--- config.mk ---
export PLATFORM = sky130hd
export DESIGN_NAME = lcd_write_arbiter
export DESIGN_NICKNAME = d
export VERILOG_FILES = /design/src/rtl/lcd_arb_pkg.sv /design/src/rtl/lcd_rr_arbiter.sv /design/src/rtl/lcd_write_arbiter.sv
export SDC_FILE = /design/constraint.sdc
export NUM_CORES = 1
export LEC_CHECK = 0
export BUFFER_PORTS_ARGS = -buffer_cell sky130_fd_sc_hd__buf_2
export CORE_AREA = 2 2 96 52
export DETAILED_ROUTE_END_ITERATION = 6
export DIE_AREA = 0 0 98 54
export PLACE_DENSITY = 0.82
export SLEW_MARGIN = 20
export SYNTH_ARGS = -nofsm -noshare
export SYNTH_HDL_FRONTEND = slang
export SYNTH_SLANG_ARGS = --single-unit
--- constraint.sdc ---
create_clock -name clk -period 2.4 [get_ports clk]
set_clock_uncertainty 0.1 [all_clocks]
set_input_delay 0.6 -clock clk [delete_from_list [all_inputs] [get_ports clk]]
set_output_delay 0.6 -clock clk [all_outputs]
set_load 0.03 [all_outputs]
--- src/rtl/lcd_arb_pkg.sv ---
// ----------------------------------------------------------------------------
// lcd_arb_pkg
// Shared definitions for the character-LCD write arbiter:
//   - lcd_state_t     : write-sequencer states
//   - LCD_CMD_CLEAR / LCD_CMD_HOME : HD44780 commands that need the long wait
//   - DEF_*           : default timing (cycles at 50 MHz) and requester count
//   - CL_*            : client index assignments on the req/ack vectors
//   - IDX_W           : width of a client index (owner output)
//   - max_int()       : helper used to size the timing counter
// ----------------------------------------------------------------------------
package lcd_arb_pkg;

   typedef enum logic [2:0] {
      ST_IDLE  = 3'd0,
      ST_SETUP = 3'd1,
      ST_PULSE = 3'd2,
      ST_HOLD  = 3'd3,
      ST_WAIT  = 3'd4
   } lcd_state_t;

   localparam logic [7:0] LCD_CMD_CLEAR = 8'h01;
   localparam logic [7:0] LCD_CMD_HOME  = 8'h02;

   localparam int DEF_NREQ    = 3;
   localparam int DEF_T_SETUP = 2;
   localparam int DEF_T_EN    = 12;
   localparam int DEF_T_HOLD  = 2;
   localparam int DEF_T_GAP   = 2000;
   localparam int DEF_T_CLR   = 82000;

   // Client indices; owner is two bits wide, so at most four clients.
   localparam int IDX_W     = 2;
   localparam int CL_ACCESS = 0;
   localparam int CL_GAME   = 1;
   localparam int CL_SCORE  = 2;

   function automatic int max_int(input int a, input int b);
      return (a > b) ? a : b;
   endfunction

endpackage

--- src/rtl/lcd_rr_arbiter.sv ---
// ----------------------------------------------------------------------------
// lcd_rr_arbiter
// Round-robin pointer and priority search for the LCD write clients.
// The search starts at pointer+1 and wraps, so the client granted last has
// the lowest priority next time. The pointer moves to the grant only when
// the sequencer asserts advance.
// Ports:
//   clk      in   clock
//   rst      in   synchronous reset, active-low (pointer -> NREQ-1)
//   req      in   NREQ  pending requests
//   advance  in   1     move pointer to the current grant
//   grant    out  IDX_W index of the winning client (pointer when no req)
//   valid    out  1     at least one request pending
// ----------------------------------------------------------------------------
module lcd_rr_arbiter
   import lcd_arb_pkg::*;
#(
   parameter int NREQ = DEF_NREQ
) (
   input  logic             clk,
   input  logic             rst,
   input  logic [NREQ-1:0]  req,
   input  logic             advance,
   output logic [IDX_W-1:0] grant,
   output logic             valid
);

   logic [IDX_W-1:0] ptr;
   logic             found;
   int               idx;

   // Scan pointer+1, pointer+2, ... pointer (mod NREQ); first set bit wins.
   always_comb begin
      grant = ptr;
      found = 1'b0;
      idx   = 0;
      for (int k = 1; k <= NREQ; k++) begin
         idx = (int'(ptr) + k) % NREQ;
         if (!found && req[idx]) begin
            found = 1'b1;
            grant = IDX_W'(idx);
         end
      end
   end

   assign valid = |req;

   always_ff @(posedge clk) begin
      if (!rst) begin
         ptr <= IDX_W'(NREQ - 1);
      end else if (advance && valid) begin
         ptr <= grant;
      end
   end

endmodule

--- src/rtl/lcd_write_arbiter.sv ---
// ----------------------------------------------------------------------------
// lcd_write_arbiter
// Shares one HD44780 character-LCD bus between NREQ byte-write clients
// (0 = access control, 1 = game, 2 = scoreboard). In IDLE one pending
// client is chosen round-robin, its byte and register select are latched
// onto the LCD pins and it receives a one-cycle ack. The byte is then
// written with the HD44780 timing: SETUP, enable PULSE, HOLD, and an
// execution WAIT that is longer after clear/home commands.
//
// Optional feature (macro LCD_ARB_LOCK_EN): when defined, a client that owns
// the bus and holds both req and lock is granted again ahead of round-robin,
// so multi-character strings are written without interleaving. When the
// macro is not defined the lock input is ignored.
//
// Ports:
//   clk       in   clock
//   rst       in   synchronous reset, active-low
//   req       in   NREQ    write request per client, held until ack
//   rs_in     in   NREQ    register select per client (0 command, 1 data)
//   data_in   in   8*NREQ  byte per client, client i on [8*i+7:8*i]
//   lock      in   NREQ    burst lock (used only with LCD_ARB_LOCK_EN)
//   ack       out  NREQ    one-cycle pulse when the client's byte is latched
//   owner     out  2       index of the last granted client
//   busy      out  1       high in every state except IDLE
//   lcd_data  out  8       LCD data bus
//   lcd_rs    out  1       LCD register select
//   lcd_rw    out  1       LCD read/write, always 0 (write only)
//   lcd_en    out  1       LCD enable strobe
// ----------------------------------------------------------------------------
module lcd_write_arbiter
   import lcd_arb_pkg::*;
#(
   parameter int NREQ    = DEF_NREQ,
   parameter int T_SETUP = DEF_T_SETUP,
   parameter int T_EN    = DEF_T_EN,
   parameter int T_HOLD  = DEF_T_HOLD,
   parameter int T_GAP   = DEF_T_GAP,
   parameter int T_CLR   = DEF_T_CLR
) (
   input  logic              clk,
   input  logic              rst,
   input  logic [NREQ-1:0]   req,
   input  logic [NREQ-1:0]   rs_in,
   input  logic [8*NREQ-1:0] data_in,
   input  logic [NREQ-1:0]   lock,
   output logic [NREQ-1:0]   ack,
   output logic [IDX_W-1:0]  owner,
   output logic              busy,
   output logic [7:0]        lcd_data,
   output logic              lcd_rs,
   output logic              lcd_rw,
   output logic              lcd_en
);

   localparam int T_MAX = max_int(max_int(max_int(T_SETUP, T_EN), max_int(T_HOLD, T_GAP)), T_CLR);
   localparam int CNT_W = $clog2(T_MAX) + 1;

   lcd_state_t       state, state_nxt;
   logic [CNT_W-1:0] cnt, cnt_nxt;
   logic [NREQ-1:0]  ack_nxt;
   logic [IDX_W-1:0] owner_nxt;
   logic [7:0]       data_nxt;
   logic             rs_nxt;
   logic             advance;
   logic             cnt_last;
   logic             long_wait;

   logic [IDX_W-1:0] arb_grant;
   logic             arb_valid;
   logic [IDX_W-1:0] gsel;
   logic             lock_hit;

   lcd_rr_arbiter #(
      .NREQ    (NREQ)
   ) u_rr (
      .clk     (clk),
      .rst     (rst),
      .req     (req),
      .advance (advance),
      .grant   (arb_grant),
      .valid   (arb_valid)
   );

   // Grant selection: round-robin winner, optionally overridden by a locked owner.
   always_comb begin
      gsel     = arb_grant;
      lock_hit = 1'b0;
`ifdef LCD_ARB_LOCK_EN
      if (req[owner] && lock[owner]) begin
         lock_hit = 1'b1;
         gsel     = owner;
      end
`endif
   end

`ifndef LCD_ARB_LOCK_EN
   logic unused_lock;
   assign unused_lock = ^lock;
`endif

   // Clear and home take far longer to execute than any other byte.
   assign long_wait = !lcd_rs && ((lcd_data == LCD_CMD_CLEAR) || (lcd_data == LCD_CMD_HOME));
   assign cnt_last  = (cnt == CNT_W'(1));

   // Next-state and registered-output logic.
   always_comb begin
      state_nxt = state;
      cnt_nxt   = cnt;
      ack_nxt   = '0;
      owner_nxt = owner;
      data_nxt  = lcd_data;
      rs_nxt    = lcd_rs;
      advance   = 1'b0;

      unique case (state)
         ST_IDLE: begin
            if (arb_valid) begin
               state_nxt     = ST_SETUP;
               cnt_nxt       = CNT_W'(T_SETUP);
               ack_nxt[gsel] = 1'b1;
               owner_nxt     = gsel;
               data_nxt      = data_in[8*int'(gsel) +: 8];
               rs_nxt        = rs_in[gsel];
               // A locked re-grant goes to the owner, which is already the pointer.
               advance       = !lock_hit;
            end
         end
         ST_SETUP: begin
            if (cnt_last) begin
               state_nxt = ST_PULSE;
               cnt_nxt   = CNT_W'(T_EN);
            end else begin
               cnt_nxt = cnt - CNT_W'(1);
            end
         end
         ST_PULSE: begin
            if (cnt_last) begin
               state_nxt = ST_HOLD;
               cnt_nxt   = CNT_W'(T_HOLD);
            end else begin
               cnt_nxt = cnt - CNT_W'(1);
            end
         end
         ST_HOLD: begin
            if (cnt_last) begin
               state_nxt = ST_WAIT;
               cnt_nxt   = long_wait ? CNT_W'(T_CLR) : CNT_W'(T_GAP);
            end else begin
               cnt_nxt = cnt - CNT_W'(1);
            end
         end
         ST_WAIT: begin
            if (cnt_last) begin
               state_nxt = ST_IDLE;
               cnt_nxt   = '0;
            end else begin
               cnt_nxt = cnt - CNT_W'(1);
            end
         end
         default: begin
            state_nxt = ST_IDLE;
            cnt_nxt   = '0;
         end
      endcase
   end

   always_ff @(posedge clk) begin
      if (!rst) begin
         state    <= ST_IDLE;
         cnt      <= '0;
         ack      <= '0;
         owner    <= IDX_W'(NREQ - 1);
         lcd_data <= '0;
         lcd_rs   <= 1'b0;
      end else begin
         state    <= state_nxt;
         cnt      <= cnt_nxt;
         ack      <= ack_nxt;
         owner    <= owner_nxt;
         lcd_data <= data_nxt;
         lcd_rs   <= rs_nxt;
      end
   end

   // Enable is decoded from state so a reset edge drops it immediately.
   assign lcd_en = (state == ST_PULSE);
   assign busy   = (state != ST_IDLE);
   assign lcd_rw = 1'b0;

endmodule

==> impl_metrics.ini <==
[hold_path]
hp-class = flop to flop
hold-path-cell-count = 2
worstHoldEndpoint = cnt[8]
worstHoldStart = cnt[8]

[cts]
numCtsBuffers = 5
clk_pin_slew_ns = 0.07
clock_latency_ns = 0.29
cts_sinks = 35
cts_max_level = 2
cts_max_path_buffers = 2
cts_tree = yes
root_buffer = clkbuf_8
cts-hold-fix-buffers = 0

[logic_synthesis]
synth-seq-cells = 35
ys_seq_area_frac = 0.301
synth_fp_nets = 350
synth_area_um2 = 2330
ys_types = 50
avgSynthCellArea_um2 = 7.50
synth_top_area_frac = 0.301
async_flop_share = 0
syn_inst = 311
yosys_most_used_dff = dfxtp_1
synth_top_area_cell = dfxtp_1
synth_edf_count = 0
ys.warnings.count = 0
synth_area_leaders = dfxtp_1 30%, nor2_1 7.6%, nand2_1 5.0%

[global_routing]
use_met1 = 0.359
grt_pass1_vias = 2174
antenna_found_initial = 0
grt.met2_usage = 0.364
grt.total_usage = 0.246
grt-busiest-layer = met2
grt_pass1_wl_mm = 10.3
use_met3 = 0.0636
grt_start_max_net_pins = 31
overflow = 0

[critical_path]
crit_buf_inv = 3
path_cells = inv_1 > ha_4 > mux2i_2 > o22ai_2 > or3_4 > buf_4 > a31oi_4 > buf_12 > a31oi_1 > o21ai_1
worstSetupEndpointType = flop
r2r-start = u_rr.ptr[0]
max_stage_delay_ns = 0.41
cp-start-kind = flop
cp_top_family = compound AO/OA/AOI/OAI gates
r2r_cells = 10
crit_path_top_delay_cell = or3_4
crit_type = flop to flop
rr_endpoint = lcd_rs
crit_arrival_ns = 2.43
cp_max_fo = 10
ff2ff_setup_slack_ns = 0.1
required_ns = 2.52

[placed_design]
placedCellCount = 413
portBuffers = 47
place_ws_ns = -0.0471
routabilityCongestion = 0.958
dp_hpwl_mm = 4.61

[sta]
drv_slew = 0
rsz0062_at_grt = false
fmax_mhz = 435
period_share = 0.959
worst_slack_ns = 0.0993
setup_viol = 0
relSlewSlack = 0.503
fin_crit_ns = 2.30
worst_pin_slew_ns = 0.738
hold_viol = 0
tns_ns = 0

[power_and_ir_drop]
sw_frac_of_total = 0.443
power_density_nw_per_um2 = 1120
p_int_mw = 1.76
pwr-share-comb = 0.545
ir_drop_mv = 0.687
p_total_mw = 3.16
p_clk_frac = 0.166
seq_power_share = 0.289
p_leak_nw = 1.22
power.switching_mw = 1.40

[finish]
antenna_cells = 0
syn2layout_area_growth_pct = 21.6
drive_gt1_frac = 0.251
fill_cells = 402
fin_nets = 402
stdcell_count = 423

[floorplanning]
die_area_um2 = 5290
initial_core_util = 0.510
io_pins = 52
die_y_um = 54
coreArea_um2 = 4570
die_x_um = 98
fp-row-count = 18

[flow_run]
max-cap-violations = 0

[route]
drt_iter0_drc = 232
drtAntennaViolNets = 0
viasPerCell = 5.96
drc = 0
drtPass1Iterations = 5
vias = 2523
wl_per_cell_um = 15.4
wl_mm = 6.51

[outcome]
status = completed
==> power by group through the flow <==
stage	Combinational [mW]	Clock, mW	Sequential [mW]
2_1_floorplan	1.11	0	0.988
3_3_place_gp	1.54	0	0.910
3_5_place_dp	1.58	0	0.920
4_1_cts	1.64	0.523	0.907
5_1_grt	1.89	0.543	0.939
6_report	1.72	0.523	0.914
==> tightest hold or removal path, stage by stage (launching register included) <==
cell,delay [ns]
dfxtp_1,0.34
nand2_1,0.06
o22ai_1,0.06
==> placed cells by master, fill, tap and decap left out, drive strengths merged, types with 2 or more instances in the layout <==
| master | instances |
|---|---|
| nor4 | 7 |
| clkbuf | 5 |
| a211oi | 2 |
| or4bb | 2 |
| xor2 | 3 |
| a31oi | 15 |
| nand4 | 3 |
| nor2b | 3 |
| a31o | 3 |
| o22ai | 4 |
| xnor2 | 7 |
| o211a | 2 |
| a2111oi | 2 |
| nor3b | 2 |
| and3 | 12 |
| a21oi | 11 |
| nor2 | 48 |
| nand2b | 4 |
| nand3 | 11 |
| inv | 10 |
| or3 | 4 |
| o21ai | 26 |
| dfxtp | 35 |
| ha | 4 |
| nand2 | 31 |
| buf | 63 |
| and2 | 4 |
| mux2i | 10 |
| o211ai | 3 |
| nor3 | 12 |
==> cell families after synthesis <==
| logic type | Yosys count | share of synthesized area |
|---|---|---|
| AOI/OAI and AO/OA | 75 | 0.211 |
| xor gates and xnor gates | 10 | 0.0376 |
| adders and majority gates | 4 | 0.0215 |
| buffers and inverters | 29 | 0.0590 |
| DFF | 35 | 0.301 |
| muxes | 10 | 0.0429 |
| other | 1 | 0.00161 |
| and+or+nand+nor | 147 | 0.325 |
==> final cells by class <==
class                           count  area, µm²  area share
Clock buffer                        5       68.8      0.0243
Clock inverter                      2       37.5      0.0132
Inverter                           10       37.5      0.0132
Multi-Input combinational cell    248       1550       0.545
Sequential cell                    35        703       0.248
Tap cell                           60       75.1      0.0265
Timing Repair Buffer               63        368       0.130
==> worst max path at each step <==
| stage | startpoint | to | slack, ns | cells after the start |
|---|---|---|---|---|
| after global placement | u_rr.ptr[0] | lcd_data[2] | 0.03 | 8 |
| final | u_rr.ptr[0] | lcd_rs | 0.1 | 10 |
| after global routing | u_rr.ptr[0] | lcd_rs | 0.0004 | 10 |
| after detailed placement | u_rr.ptr[0] | lcd_data[2] | -0.05 | 8 |
| after CTS | u_rr.ptr[0] | lcd_data[2] | 0.01 | 8 |
| after floorplan | u_rr.ptr[0] | lcd_data[6] | 0.07 | 9 |
==> synthesized netlist by cell type, types with 2 or more instances <==
master / number
nor3_1: 12
buf_6: 2
nand3_1: 11
a2111oi_0: 2
a31oi_1: 14
clkbuf_1: 8
and3_1: 12
a31o_2: 2
xor2_1: 3
buf_2: 8
o22ai_1: 4
mux2i_1: 10
o211ai_1: 3
nand4_1: 3
or3_1: 4
and2_1: 4
nor4_1: 3
ha_1: 4
nor2_1: 47
o21ai_1: 14
a211oi_1: 2
nor2b_1: 3
o21ai_0: 12
inv_1: 10
a21oi_1: 11
dfxtp_1: 35
nand2_1: 31
nand2b_1: 4
o211a_1: 2
or4bb_1: 2
nor4_2: 3
nor3b_1: 2
xnor2_1: 7
==> flip-flops by register name, indices dropped and copies added, names as in the netlist <==
register  cells
owner         1
ack           3
cnt          18
lcd_data      8
u_rr.ptr      1
state         3
lcd_rs        1
==> layer usage <==
metal	up-vias	share of wire
li1	1225	-
met1	1172	0.49
met2	115	0.41
met3	11	0.094
met4	0	0.0060
met5	-	0
==> through the flow <==
stage          utilization  instance area (µm²)  hold WS [ns]
2_1_floorplan            -                 2330         0.355
3_3_place_gp         0.579                 2650         0.364
3_5_place_dp         0.579                 2650         0.396
4_1_cts              0.609                 2790         0.410
5_1_grt              0.620                 2840         0.433
6_report             0.620                 2840         0.408
==> repair_timing <==
action | in CTS | in global routing
pin swaps | 1 | 1
cloned | 0 | 1
buffers inserted | 1 | 1
gates resized for setup | 2 | 7
endpoints found under the setup margin | 8 | 13
Note: power is estimated with default switching activity, not from simulation.
